<file path="config.mk">
export PLATFORM = sky130hd
export DESIGN_NAME = register_file
export DESIGN_NICKNAME = d
export VERILOG_FILES = /design/src/rtl/register_file_pkg.sv /design/src/rtl/register_file_read_port.sv /design/src/rtl/register_file.sv
export SDC_FILE = /design/constraint.sdc
export NUM_CORES = 2
export LEC_CHECK = 0
export CELL_PAD_IN_SITES_DETAIL_PLACEMENT = 0
export CELL_PAD_IN_SITES_GLOBAL_PLACEMENT = 1
export CORE_MARGIN = 2
export CORE_UTILIZATION = 49
export DETAILED_ROUTE_END_ITERATION = 8
export MAX_ROUTING_LAYER = met4
export PLACE_DENSITY_LB_ADDON = 0.1
export REMOVE_ABC_BUFFERS = 1
export SYNTH_ARGS = -nofsm -noshare
export SYNTH_HDL_FRONTEND = slang
export SYNTH_SLANG_ARGS = --single-unit
</file>
<file path="constraint.sdc">
create_clock -name clock -period 2.8 [get_ports clock]
set_clock_uncertainty 0.1 [all_clocks]
set_input_delay 0.56 -clock clock [delete_from_list [all_inputs] [get_ports clock]]
set_output_delay 0.56 -clock clock [all_outputs]
set_load 0.02 [all_outputs]
</file>
<file path="src/rtl/register_file_pkg.sv">
// Register file shared constants and types.
// Optional write-through bypass: REGISTER_FILE_WRITE_BYPASS_EN.
package register_file_pkg;

  localparam int DEFAULT_DATA_WIDTH = 32;
  localparam int DEFAULT_ADDR_WIDTH = 5;

  typedef logic [DEFAULT_DATA_WIDTH-1:0] reg_word_t;
  typedef logic [DEFAULT_ADDR_WIDTH-1:0] reg_addr_t;

  localparam int ZERO_REG_ADDR = 0;

endpackage

</file>
<file path="src/rtl/register_file_read_port.sv">
// One combinational read port: array mux, zero register,
// and write-through bypass under REGISTER_FILE_WRITE_BYPASS_EN.
module register_file_read_port
  import register_file_pkg::*;
#(
  parameter int DATA_WIDTH = DEFAULT_DATA_WIDTH,
  parameter int ADDR_WIDTH = DEFAULT_ADDR_WIDTH,
  localparam int NUM_REGS = 1 << ADDR_WIDTH
) (
  input  logic [DATA_WIDTH-1:0] regs [NUM_REGS],
  input  logic [ADDR_WIDTH-1:0] ra,
`ifdef REGISTER_FILE_WRITE_BYPASS_EN
  input  logic                  reset,
  input  logic                  we,
  input  logic [ADDR_WIDTH-1:0] wa,
  input  logic [DATA_WIDTH-1:0] wd,
`endif
  output logic [DATA_WIDTH-1:0] data
);

  logic is_zero;

  assign is_zero = (ra == ADDR_WIDTH'(ZERO_REG_ADDR));

`ifdef REGISTER_FILE_WRITE_BYPASS_EN
  logic fwd;

  // A write to r0 never forwards, because is_zero wins below.
  assign fwd = we && !reset && (wa == ra);

  always_comb begin
    data = regs[ra];
    if (is_zero) begin
      data = '0;
    end else if (fwd) begin
      data = wd;
    end
  end
`else
  always_comb begin
    data = regs[ra];
    if (is_zero) begin
      data = '0;
    end
  end
`endif

endmodule

</file>
<file path="src/rtl/register_file.sv">
// 2-read / 1-write register file with r0 hardwired to zero.
// Optional write-through bypass: REGISTER_FILE_WRITE_BYPASS_EN.
module register_file
  import register_file_pkg::*;
#(
  parameter int DATA_WIDTH = DEFAULT_DATA_WIDTH,
  parameter int ADDR_WIDTH = DEFAULT_ADDR_WIDTH
) (
  input  logic                  clock,
  input  logic                  reset,
  input  logic [ADDR_WIDTH-1:0] ra0,
  input  logic [ADDR_WIDTH-1:0] ra1,
  input  logic                  we,
  input  logic [ADDR_WIDTH-1:0] wa,
  input  logic [DATA_WIDTH-1:0] wd,
  output logic [DATA_WIDTH-1:0] out0,
  output logic [DATA_WIDTH-1:0] out1
);

  localparam int NUM_REGS = 1 << ADDR_WIDTH;

  logic [DATA_WIDTH-1:0] regs [NUM_REGS];
  logic                  wr_en;

  assign wr_en = we && (wa != ADDR_WIDTH'(ZERO_REG_ADDR));

  always_ff @(posedge clock) begin
    if (reset) begin
      for (int i = 0; i < NUM_REGS; i++) begin
        regs[i] <= '0;
      end
    end else if (wr_en) begin
      regs[wa] <= wd;
    end
  end

  register_file_read_port #(
    .DATA_WIDTH(DATA_WIDTH),
    .ADDR_WIDTH(ADDR_WIDTH)
  ) u_rp0 (
    .regs (regs),
    .ra   (ra0),
`ifdef REGISTER_FILE_WRITE_BYPASS_EN
    .reset(reset),
    .we   (we),
    .wa   (wa),
    .wd   (wd),
`endif
    .data (out0)
  );

  register_file_read_port #(
    .DATA_WIDTH(DATA_WIDTH),
    .ADDR_WIDTH(ADDR_WIDTH)
  ) u_rp1 (
    .regs (regs),
    .ra   (ra1),
`ifdef REGISTER_FILE_WRITE_BYPASS_EN
    .reset(reset),
    .we   (we),
    .wa   (wa),
    .wd   (wd),
`endif
    .data (out1)
  );

endmodule

</file>
# Word-level counts from Yosys, hierarchy flattened
# Index checks and enable logic that the tools add are counted.
[word_totals]
register_bits = 1024
wordCells = 55
out_inout_bits = 64
[op_classes]
bitwise_logic = 3
n_mux = 11
reduce_logical = 5
order_cmp = 4
[op_table]
columns = ["cell", "count"]
rows = [
  ["$bwmux 1024", 1],
  ["$bmux 32 s5", 2],
  ["$mux 32", 7],
  ["$demux 32 s5", 1],
  ["$ge 6x6->1 const B", 3],
  ["$not 5->6", 3],
  ["$logic_not 5->1", 2],
  ["$lt 6x1->1 const B", 1],
  ["$reduce_bool 5->1", 1],
  ["$logic_and 1x1->1", 2],
]

# Logic depth before layout (Yosys ltp)
[logic_depth]
depth_word = 6
depth_mapped = 9
mapped_depth_nobuf = 4

# Cells and area by module
# Synthesis repeated with hierarchy kept, for this count alone.
[hier_totals]
cells_unflattened = 4760
area_unflattened_um2 = 55599.6
[by_module_without_submodules]
columns = ["mod", "n_inst", "area_each_um2", "cells_per_inst"]
rows = [
  ["register_file", 1, 38863.5, 3432],
  ["register_file_read_port", 2, 8368.0, 664],
]

# Worst setup path after synthesis
# No wires, ideal clock.
[synth_timing]
path_kind = "input port to output port"
from = "input port ra1[2]"
to = "output port out1[23]"
t_arrival_ns = 2.217
required_time_ns = 2.140
slack_ns = -0.077
n_path_buf = 4
cell_stages = 8
cell_sequence = "buf_6 buf_6 buf_8 buf_12 mux2i_1 a221oi_1 o21ai_0 a311oi_1"
[synth_via]
elab_chain_len = 5
elab_cells_between_ends = 6
[synth_lines]
columns = ["element", "line", "source"]
rows = [
  ["start, declared", "register_file.sv:12", "input logic [ADDR_WIDTH-1:0] ra1,"],
  ["$not 5->6 (not written as such)", "register_file_read_port.sv:41", "data = regs[ra];"],
  ["$bmux 32 s5", "register_file_read_port.sv:41", ""],
  ["$mux 32 (not written as such) (2 in series)", "register_file_read_port.sv:41", ""],
  ["$mux 32 (*)", "register_file_read_port.sv:42", "if (is_zero) begin"],
  ["end, declared", "register_file.sv:17", "output logic [DATA_WIDTH-1:0] out1"],
]
# Mark *: on every way between the ends. The rest lies on a longest branch, timed or not. The select of a mux whose other input is x is not followed.

# Worst setup path after layout
[layout_timing]
from = "input port ra0[0]"
to = "output port out0[5]"
[layout_via]
elab_chain_len = 5
elab_cells_between_ends = 6
[layout_lines]
columns = ["element", "line", "source"]
rows = [
  ["start, declared", "register_file.sv:11", "input logic [ADDR_WIDTH-1:0] ra0,"],
  ["$not 5->6 (not written as such)", "register_file_read_port.sv:41", ""],
  ["$bmux 32 s5", "register_file_read_port.sv:41", ""],
  ["$mux 32 (not written as such) (2 in series)", "register_file_read_port.sv:41", ""],
  ["$mux 32 (*)", "register_file_read_port.sv:42", ""],
  ["end, declared", "register_file.sv:16", "output logic [DATA_WIDTH-1:0] out0,"],
]
# Marks and branches as above.

==> impl_metrics.yaml <==
floorplanning:
  ios: 114
  core_sq_um: 105000
  die_area_sq_um: 108000
  die_w_microns: 329
  chipHeight_microns: 329
  rows: 119
  initial_core_util_pct: 49.3
critical_path:
  path_delay_family: "buffers and inverters"
  r2r_start: "regs[943]"
  cp-end-kind: "output port"
  critPathKind: "input pin to output port"
  worstPathMaxFanout: 6
  crit_chain: "buf_16, buf_12, buf_16, buf_16, buf_12, buf_12, mux4_2, a22oi_2, a31oi_4, buf_6"
  max_stage_delay_ns: 0.52
  required_ns: 2.14
  cp.arrival_ns: 2.61
  ff2ff_path_depth: 5
  path_buf_inv: 7
  cp_slowest_cell: "mux4_2"
  timing.rr.end: "regs[943]"
  startpoint_type: "input pin"
  r2r_slack_ns: 1.76
power:
  power.leakage_nw: 23.5
  peakVddDrop_uv: 538
  p_per_area_nw_per_um2: 515
finish:
  fin_nets: 6335
  largest-register: "regs"
  reg_top3: "regs x1024"
  largest_register_ffs: 1024
  area_growth_pct: 31.6
  final_common_cell: "nand2_1"
  final_cell_mix: "2023 x nand2_1, 992 x a21oi_1, 911 x dfxtp_1"
  drive_gt1_share_pct: 32.2
  stdcell_count: 7774
cts:
  ctsHoldBuffers: 0
  clk_latency_ns: 0.73
  cts_root_buf: "clkbuf_16"
  cts_buffers: 111
  cts.sinks: 1024
  cts_tree: "done"
  h-tree-depth: 3
  clockBufferDepth: 3
  clk_pin_slew_ns: 0.06
synthesis:
  ys_async_sr_fraction_pct: 0
  netlist_area_sq_um: 51800
  seq_area_frac_synth_pct: 39.6
  syn_inst: 5833
  synth_seq_cells: 1024
  synth_cell_types: 42
  synth_edf_count: 0
  yosysWarnings: 0
  synthFlopType: "dfxtp_1"
  syn_avg_cell_area_sq_um: 8.88
timing:
  setup_violations: 64
  fin_crit_ns: 3.27
  fmax_mhz: 306
  fin_crit_sh_pct: 117
  final-hold-violation-count: 0
  maxSlewHeadroom_pct: 49.0
  grt_setup_unrepaired: "yes"
  worstMarginPinSlew_ns: 0.766
  finalMaxSlewViolations: 0
  fin_ws_ns: -0.465
drt:
  routedWlPerCell_microns: 29.4
  drt_first_pass_iters: 8
  routed_via_density: 6.45
  via_count: 50100
  drtIter0Drc: 6925
  drc: 0
  wl_microns: 228000
  ant_nets: 0
worst_hold_path:
  min_to: "regs[318]"
  worstHoldStart: "reset"
  min_path_type: "input pin to flop"
  whs_path_depth: 2
global_routing:
  grt_use_total_pct: 42.3
  overflow: 0
  grt_pass1_vias: 47600
  grt_pass1_wl_microns: 326000
  antenna_found_initial: 3
  grt_max_degree: 146
status:
  violations: "setup timing"
  status: "complete, but fails checks"
place:
  post-place-ws_ns: -1.61
  port-buffer-count: 113
  place_congestion: 0.962
  place.detailed.hpwl_microns: 143000
  place_inst: 7411
flow_run:
  cap_violations: 0
## through the flow
step	hold WS [ns]	utilization, %	area (sq um)	total power [mW]	TNS [ns]
after detailed placement	0.357	56.2	59000	18.8	-56.56
after floorplan	0.337	-	48900	16.0	-37.76
after global routing	0.0950	64.8	68200	35.8	-20.36
after global placement	0.349	56.2	59000	18.7	-55.87
final	0.0930	64.8	68200	35.1	-20.10
after CTS	0.0779	63.6	66900	34.8	-19.47
## cells by family (layout without fill, tap and decap cells)
group / after synthesis / after routing / synth area share, %
and+or+nand+nor: 2188 / 2188 / 16.5
AOI/OAI and AO/OA: 1325 / 1325 / 14.4
DFF: 1024 / 1024 / 39.6
muxes: 672 / 672 / 23.9
buffers and inverters: 624 / 1170 / 5.63
other: 0 / 4 / 0
## layer usage
layer  global-route usage [%]  vias to the layer above  wire length, microns
li1                         -                    21400                     -
met1                     54.4                    24600                 86300
met2                     62.2                     3342                102000
met3                     7.29                      787                 23600
met4                     26.6                        0                 16900
met5                        -                        -                     0
## worst max-delay path by stage
stage,start,to,cells after the start
3_5_place_dp,ra1[1],out1[6],9
5_1_grt,ra0[0],out0[5],10
3_3_place_gp,ra1[1],out1[6],9
6_report,ra0[0],out0[5],10
4_1_cts,regs[537],out1[25],8
2_1_floorplan,ra0[1],out0[10],4
## layout make-up
cell class | instances | area, sq um
repair buffers | 961 | 10900
clock buffers | 176 | 3510
diodes | 4 | 10.0
multi-input cells | 4185 | 31000
flip-flops and latches | 1024 | 20600
well taps | 1391 | 1740
fillers | 8590 | 37000
inverters | 2 | 13.8
clock inverters | 31 | 373
## synthesized netlist by cell type (27+ instances only)
| cell | n | area (sq um) |
|---|---|---|
| a211oi_1 | 32 | 240 |
| a21oi_1 | 992 | 4960 |
| a221o_1 | 32 | 320 |
| a221oi_1 | 45 | 394 |
| a22oi_1 | 64 | 480 |
| a311oi_1 | 32 | 280 |
| a31oi_1 | 32 | 200 |
| buf_1 | 38 | 143 |
| buf_2 | 111 | 556 |
| buf_4 | 47 | 353 |
| clkbuf_1 | 397 | 1490 |
| dfxtp_1 | 1024 | 20500 |
| mux2_2 | 32 | 360 |
| mux2i_1 | 192 | 1920 |
| mux4_2 | 448 | 10100 |
| nand2_1 | 2048 | 7690 |
| nor2_1 | 27 | 101 |
| nor2b_1 | 71 | 444 |
| o21ai_0 | 51 | 255 |
## where the power goes
| part | total [mW] | internal (mW) | switching [mW] | leakage (nW) |
|---|---|---|---|---|
| Combinational | 4.58 | 1.93 | 2.65 | 13.2 |
| Sequential | 14.8 | 14.7 | 0.0835 | 8.31 |
| Clock | 15.7 | 9.27 | 6.46 | 1.94 |
## repair_timing
item / CTS / global route
endpoints found under the setup margin: 64 / 64
cloned: 19 / 3
buffers inserted: 111 / 64
pin swaps: 94 / 96
gates resized for setup: 812 / 246
Power figures use the tool's default switching activity.
